File: config.mk
export PLATFORM = sky130hd
export DESIGN_NAME = freq_smoother
export DESIGN_NICKNAME = d
export VERILOG_FILES = /design/src/rtl/freq_smoother.sv
export SDC_FILE = /design/constraint.sdc
export NUM_CORES = 1
export LEC_CHECK = 0
export ABC_AREA = 1
export BUFFER_PORTS_ARGS = -buffer_cell sky130_fd_sc_hd__buf_2
export CAP_MARGIN = 20
export CORE_MARGIN = 8
export CORE_UTILIZATION = 45
export DETAILED_ROUTE_END_ITERATION = 7
export HOLD_SLACK_MARGIN = 0.1
export PLACE_DENSITY = 0.75
export SYNTH_ARGS = -nofsm -noshare
export SYNTH_HDL_FRONTEND = slang
export SYNTH_SLANG_ARGS = --single-unit
File: constraint.sdc
create_clock -name clk_in -period 3.25 [get_ports clk_in]
set_clock_uncertainty 0.15 [all_clocks]
set_input_delay 0.65 -clock clk_in [delete_from_list [all_inputs] [get_ports clk_in]]
set_output_delay 0.65 -clock clk_in [all_outputs]
set_load 0.01 [all_outputs]
File: src/rtl/freq_smoother.sv
// freq_smoother: clamps raw pitch estimates, averages them over a 2^AVG_LOG2
// window and presents a frame-stable frequency to the ball sprite stage.
// Sustained silence forces DEFAULT_FREQ until voiced samples return.
module freq_smoother #(
   parameter int FREQ_WIDTH     = 16,
   parameter int AVG_LOG2       = 3,
   parameter int FREQ_MIN       = 80,
   parameter int FREQ_MAX       = 2047,
   parameter int SILENCE_FRAMES = 30,
   parameter int DEFAULT_FREQ   = 0
) (
   input  logic                  clk_in,
   input  logic                  rst_in,
   input  logic                  sample_valid_in,
   input  logic [FREQ_WIDTH-1:0] sample_freq_in,
   input  logic                  sample_voiced_in,
   input  logic                  new_frame_in,
   output logic [FREQ_WIDTH-1:0] freq_out,
   output logic                  freq_valid_out,
   output logic                  silent_out
);

   localparam int N      = 1 << AVG_LOG2;
   localparam int SUM_W  = FREQ_WIDTH + AVG_LOG2;
   localparam int FILL_W = AVG_LOG2 + 1;
   localparam int SIL_W  = $clog2(SILENCE_FRAMES + 1);

   typedef enum logic [1:0] {
      SILENT,
      FILLING,
      TRACKING
   } state_t;

   state_t                state;
   logic [FREQ_WIDTH-1:0] buffer [N];
   logic [SUM_W-1:0]      sum;
   logic [SUM_W-1:0]      new_sum;
   logic [AVG_LOG2-1:0]   wp;
   logic [FILL_W-1:0]     fill_cnt;
   logic [FILL_W-1:0]     fill_next;
   logic [SIL_W-1:0]      sil_cnt;
   logic [FREQ_WIDTH-1:0] avg_q;
   logic [FREQ_WIDTH-1:0] clamped;
   logic                  accepted;
   logic                  go_silent;

   assign accepted  = sample_valid_in && sample_voiced_in;
   assign new_sum   = sum - SUM_W'(buffer[wp]) + SUM_W'(clamped);
   assign fill_next = fill_cnt + FILL_W'(1);

   // The frame that pushes the silence count to its limit drops us into SILENT;
   // an accepted sample on that same edge resets the count instead.
   assign go_silent = (state != SILENT) && new_frame_in && !accepted &&
                      (sil_cnt == SIL_W'(SILENCE_FRAMES - 1));

   // Clamp the raw estimate into the playable range.
   always_comb begin
      // NOTE: default assignment first so every path drives clamped; no latch.
      clamped = sample_freq_in;
      if (sample_freq_in < FREQ_WIDTH'(FREQ_MIN)) begin
         clamped = FREQ_WIDTH'(FREQ_MIN);
      end else if (sample_freq_in > FREQ_WIDTH'(FREQ_MAX)) begin
         clamped = FREQ_WIDTH'(FREQ_MAX);
      end
   end

   // Circular window, running sum and per-sample average; flushed on entry to SILENT.
   always_ff @(posedge clk_in or negedge rst_in) begin
      // NOTE: the window is reset along with the rest, because the running sum
      // subtracts the evicted entry and that only works if unused entries are 0.
      if (!rst_in) begin
         for (int i = 0; i < N; i++) begin
            buffer[i] <= '0;
         end
         sum      <= '0;
         wp       <= '0;
         fill_cnt <= '0;
         avg_q    <= '0;
      end else if (go_silent) begin
         for (int i = 0; i < N; i++) begin
            buffer[i] <= '0;
         end
         sum      <= '0;
         wp       <= '0;
         fill_cnt <= '0;
         avg_q    <= '0;
      end else if (accepted) begin
         // NOTE: non-blocking so new_sum and buffer[wp] see pre-edge values.
         sum        <= new_sum;
         buffer[wp] <= clamped;
         wp         <= wp + AVG_LOG2'(1);
         if (fill_cnt != FILL_W'(N)) begin
            fill_cnt <= fill_next;
         end
         if (state == TRACKING) begin
            avg_q <= FREQ_WIDTH'(new_sum >> AVG_LOG2);
         end else begin
            avg_q <= clamped;
         end
      end
   end

   // Mode FSM, silence counter and frame-boundary output latch.
   always_ff @(posedge clk_in or negedge rst_in) begin
      if (!rst_in) begin
         state          <= SILENT;
         sil_cnt        <= '0;
         freq_out       <= FREQ_WIDTH'(DEFAULT_FREQ);
         freq_valid_out <= 1'b0;
         silent_out     <= 1'b1;
      end else begin
         freq_valid_out <= new_frame_in;

         if (go_silent) begin
            state <= SILENT;
         end else if (accepted && (state != TRACKING) && (fill_next == FILL_W'(N))) begin
            state <= TRACKING;
         end else if (accepted && (state == SILENT)) begin
            state <= FILLING;
         end

         if (go_silent || (state == SILENT) || accepted) begin
            sil_cnt <= '0;
         end else if (new_frame_in && (sil_cnt < SIL_W'(SILENCE_FRAMES))) begin
            sil_cnt <= sil_cnt + SIL_W'(1);
         end

         // avg_q here is the pre-edge value, so a colliding sample shows next frame.
         if (new_frame_in) begin
            if (go_silent || (state == SILENT)) begin
               freq_out   <= FREQ_WIDTH'(DEFAULT_FREQ);
               silent_out <= 1'b1;
            end else begin
               freq_out   <= avg_q;
               silent_out <= 1'b0;
            end
         end
      end
   end

endmodule
Yosys cells after proc, flatten, opt, wreduce, memory -nomap -nowiden
Index checks and enable logic that the tools add are counted.
{ "op_classes": {"n_reduce_logical": 19, "order_cmp": 5, "bitwise": 1, "addsub": 5, "eq_ne": 5, "n_mux": 27} }
{ "ops": {"columns": ["op", "n"], "rows": [
  ["$mux 128", 2],
  ["$mux 16", 9],
  ["$bwmux 128", 1],
  ["$bmux 16 s3", 1],
  ["$demux 16 s3", 1],
  ["$mux 19", 2],
  ["$add 19x16->19", 1],
  ["$sub 19x16->19", 1],
  ["$gt 16x11->1 const B", 1],
  ["$lt 16x7->1 const B", 1],
  ["$mux 4", 3],
  ["$mux 5", 2],
  ["$logic_and 1x1->1", 9],
  ["$reduce_bool 2->1", 4],
  ["$mux 2", 3],
  ["$mux 3", 2],
  ["$add 5x1->5 const B", 1],
  ["$eq 5x5->1 const B", 1],
  ["$lt 5x5->1 const B", 1],
  ["$add 4x1->4 const B", 1],
  ["$eq 4x4->1 const B", 1],
  ["$ge 4x4->1 const B", 1],
  ["$lt 4x1->1 const B", 1],
  ["$ne 4x4->1 const B", 1],
  ["10 further kinds", 11]
]} }
{ "totals": {"ff_bits": 195, "out_inout_bits": 18, "word_cells": 79} }

Logic depth before layout (Yosys ltp)
{ "logic_depth": {"ltp_word": 9, "depth_mapped": 23} }

Least setup slack after synthesis
Ideal clock, no wire load.
{ "synth_timing": {"kind": "input to register", "startpoint": "in sample_freq_in[13]", "endpoint": "reg avg_q[9]", "setup_slack_ns": -0.148, "arrival_ns": 3.131, "setup_ns": 0.117, "n_path_buf": 0, "stages": 21, "cell_sequence": "nor2_1 nand2_1 nor2_1 inv_2 o21ai_2 inv_1 fa_1 inv_1 fa_1 inv_1 nand3_1 nand3_1 nand2_1 nand2_1 nand2_1 nand2_1 nand2_1 nand2_1 nand2_1 nand2_1 nand2_1"} }
{ "synth_between": {"elab_chain_cells": 7} }
{ "synth_rtl": {"columns": ["item", "line", "text"], "rows": [
  ["from (decl)", "15", "input logic [FREQ_WIDTH-1:0] sample_freq_in,"],
  ["$gt 16x11->1", "62", "end else if (sample_freq_in > FREQ_WIDTH'(FREQ_MAX)) begin"],
  ["$mux 16", "62", null],
  ["$mux 16 *", "60", "if (sample_freq_in < FREQ_WIDTH'(FREQ_MIN)) begin"],
  ["$add 19x16->19", "48", "assign new_sum = sum - SUM_W'(buffer[wp]) + SUM_W'(clamped);"],
  ["$mux 16 *", "95", "if (state == TRACKING) begin"],
  ["$mux 16 *", "87", "end else if (accepted) begin"],
  ["$mux 16 *", "79", "end else if (go_silent) begin"],
  ["to (signal assigned)", "96", "avg_q <= FREQ_WIDTH'(new_sum >> AVG_LOG2);"],
  ["to (signal assigned)", "98", "avg_q <= clamped;"],
  ["to (decl)", "42", "logic [FREQ_WIDTH-1:0] avg_q;"]
]} }
Every way passes the cells marked *; elsewhere a longest branch is shown, timed or not. The select of a mux whose other input is x is not followed.
A chain may end at the register's enable or synchronous reset.

Worst setup path in the final report
{ "layout_timing": {"startpoint": "reg wp[2]", "endpoint": "reg avg_q[13]"} }
{ "layout_between": {"elab_chain_cells": 9} }
{ "layout_rtl": {"columns": ["item", "line", "text"], "rows": [
  ["from (decl)", "38", "logic [AVG_LOG2-1:0] wp;"],
  ["from (signal assigned)", "91", "wp <= wp + AVG_LOG2'(1);"],
  ["$not 3->4 (not written as such)", "48", null],
  ["$bmux 16 s3", "48", null],
  ["$mux 16 (not written as such) (2 in a row)", "48", null],
  ["$sub 19x16->19", "48", null],
  ["$add 19x16->19", "48", null],
  ["$mux 16", "95", null],
  ["$mux 16", "87", null],
  ["$mux 16", "79", null]
]} }
Every way passes these cells. The select of a mux whose other input is x is not followed.

==> impl_metrics.json <==
{
  "r2r_cells": 20,
  "clock_sinks": 195,
  "ys_ff_latch": 195,
  "die_y_um": 163,
  "rows": 53,
  "fin_cells": 1552,
  "drv_cap": 0,
  "syn2layout_area_growth_pct": 33.3,
  "grt.overflow.total": 0,
  "synthMostInstantiatedCell": "dfrtp_1",
  "grt_max_degree": 115,
  "ys_top_cells_by_count": "dfrtp_1, nand2_1, inv_1, nor2_1, nand3_1",
  "drc": 0,
  "grt_pass1_wl_um": 46100,
  "period_share": 1.12,
  "drtIter0Drc": 779,
  "fin_tns_setup_ns": -6.15,
  "critical_path_required_ns": 3.48,
  "diodes": 0,
  "dieArea_sq_um": 26600,
  "dieWidth_um": 163,
  "violations": "negative setup slack",
  "drt-total-wl_um": 30900,
  "arrival_ns": 3.86,
  "final_nets": 1326,
  "numCtsBuffers": 17,
  "dp.cells": 1492,
  "cts_buffer_depth": 2,
  "rsz0062_at_grt": "yes",
  "fin_crit_ns": 3.63,
  "fmax_mhz": 275,
  "start_kind": "register",
  "yosys_warnings": 0,
  "via_count": 8985,
  "cp-end-kind": "register",
  "dr.pass1.iters": 6,
  "grt_pass1_vias": 8902,
  "detail_route.wl_per_cell_um": 19.9,
  "dp_hpwl_um": 18800,
  "slew_viol_final": 0,
  "cts_root_buf": "clkbuf_16",
  "yosys_most_used_dff": "dfrtp_1",
  "core_sq_um": 21100,
  "synth_cells": 1114,
  "async_flop_share": 1.00,
  "hp-class": "input pin to asynchronous set/reset pin",
  "setup_viol": 30,
  "synth_cell_type_count": 42,
  "antenna_found_initial": 0,
  "fin_ws_ns": -0.383,
  "htree_num_levels": 4,
  "r2r_slack_ns": -0.38,
  "port_buffers": 38,
  "synth_seq_area_share": 0.502,
  "path_class": "register to register",
  "worstMarginPinSlew_ns": 0.636,
  "path_max_fanout": 5,
  "clkTransAtPathRegs_ns": 0.08,
  "relSlewSlack": 0.576,
  "routed_via_density": 5.79,
  "track_usage": 0.220,
  "cts_tree": "built",
  "synth_top_area_share": 0.499,
  "synth_top_area_cell": "dfrtp_1",
  "drive_gt1_frac": 0.335,
  "pin_count": 39,
  "clk_latency_ns": 0.45,
  "synth_area_leaders": "dfrtp_1, nand2_1, inv_1",
  "finalHoldViolations": 0,
  "gp_congestion": 0.890,
  "postSynthAreaPerCell_sq_um": 8.73,
  "initial_utilization": 0.461,
  "status": "complete, but fails checks",
  "hold_buffers": 0,
  "fin_util": 0.615,
  "antenna_left": 0,
  "netlist_area_sq_um": 9730,
  "synth-edff-count": 0
}
==> cells in the final DEF, fill, tap and decap left out, types with 8 or more instances in the layout <==
cell type / instances
a21oi_1: 22
a21oi_2: 15
a22o_1: 9
buf_12: 8
buf_2: 37
buf_4: 100
buf_6: 14
clkbuf_16: 17
dfrtp_1: 191
fa_1: 13
ha_1: 9
ha_4: 16
inv_1: 146
inv_2: 28
inv_4: 9
nand2_1: 136
nand2_2: 38
nand2_4: 16
nand3_1: 61
nand3_2: 17
nand3_4: 10
nand4_1: 14
nor2_1: 74
nor2_2: 11
nor2_4: 10
o21ai_0: 66
o21ai_1: 15
o21ai_2: 14
o22ai_1: 58
==> state kept, by name (all words and copies together) (netlist names) <==
register,flops
buffer,128
freq_out,16
state,2
wp,3
sil_cnt,5
silent_out,1
sum,19
freq_valid_out,1
fill_cnt,4
avg_q,16
==> timing repair <==
item	CTS	global route
resized for setup	148	130
cloned	1	0
endpoints found under the hold margin	0	0
buffers inserted	20	8
setup endpoints to repair	32	33
pin swaps	47	71
==> logic make-up (layout without fill, tap and decap cells) <==
family | Yosys count | in the layout | synth area share
AOI/OAI and AO/OA | 247 | 247 | 0.156
xor gates and xnor gates | 12 | 12 | 0.0108
adders and majority gates | 41 | 41 | 0.0651
buffers and inverters | 224 | 383 | 0.0907
DFF | 195 | 195 | 0.502
other | 1 | 5 | 0.000386
and+or+nand+nor | 394 | 394 | 0.175
==> critical path, cell delays in order (launching register included) <==
cell      delay, ns
dfrtp_2        0.51
buf_6          0.14
nand3_4        0.09
buf_4          0.16
buf_12         0.13
buf_4          0.15
o22ai_4        0.16
a21oi_2        0.06
nand3_2        0.07
inv_1          0.05
fa_1           0.48
ha_4           0.31
buf_4          0.11
nand2_4        0.05
inv_2          0.08
nand3_2        0.10
nor2_1         0.20
nand2_2        0.11
nand3b_1       0.15
nand3_2        0.12
o21bai_1       0.15
==> area by class of cell <==
type / count / area (sq um)
clock buffer: 18 / 429
sequential: 195 / 4880
multi-input combinational: 699 / 5080
clock inverter: 14 / 174
timing repair buffer: 162 / 1300
tap: 275 / 344
fill: 1579 / 8120
inverter: 189 / 753
==> per-stage QoR <==
step / setup WS (ns) / hold slack [ns] / instance area (sq um)
4_1_cts: -0.0587 / 0.114 / 12400
6_report: -0.383 / 0.0740 / 13000
2_1_floorplan: -0.0267 / 0.204 / 9770
3_5_place_dp: -0.374 / 0.320 / 10900
3_3_place_gp: -0.373 / 0.310 / 10900
5_1_grt: -0.496 / 0.120 / 13000
==> layer usage <==
metal | GRT usage | wire [um]
met1 | 0.266 | 12000
met5 | 0 | 0
met2 | 0.361 | 15100
met3 | 0.0667 | 2510
met4 | 0.0867 | 1270
==> path summary, 6_finish.rpt <==
check / endpoint / from
min in group clk_in: freq_valid_out$_DFF_PN0_ / new_frame_in
max: avg_q[13]$_DFFE_PN0P_ / wp[2]$_DFFE_PN0P_
min reg2reg: freq_out[5]$_DFFE_PN0P_ / freq_out[5]$_DFFE_PN0P_
max in group asynchronous: buffer[121]$_DFFE_PN0P_ / rst_in
max reg2reg: avg_q[13]$_DFFE_PN0P_ / wp[2]$_DFFE_PN0P_
min: buffer[29]$_DFFE_PN0P_ / rst_in
Power is not shown: default switching activity piles up to over one toggle a cycle in this logic, so the estimate is an artifact.
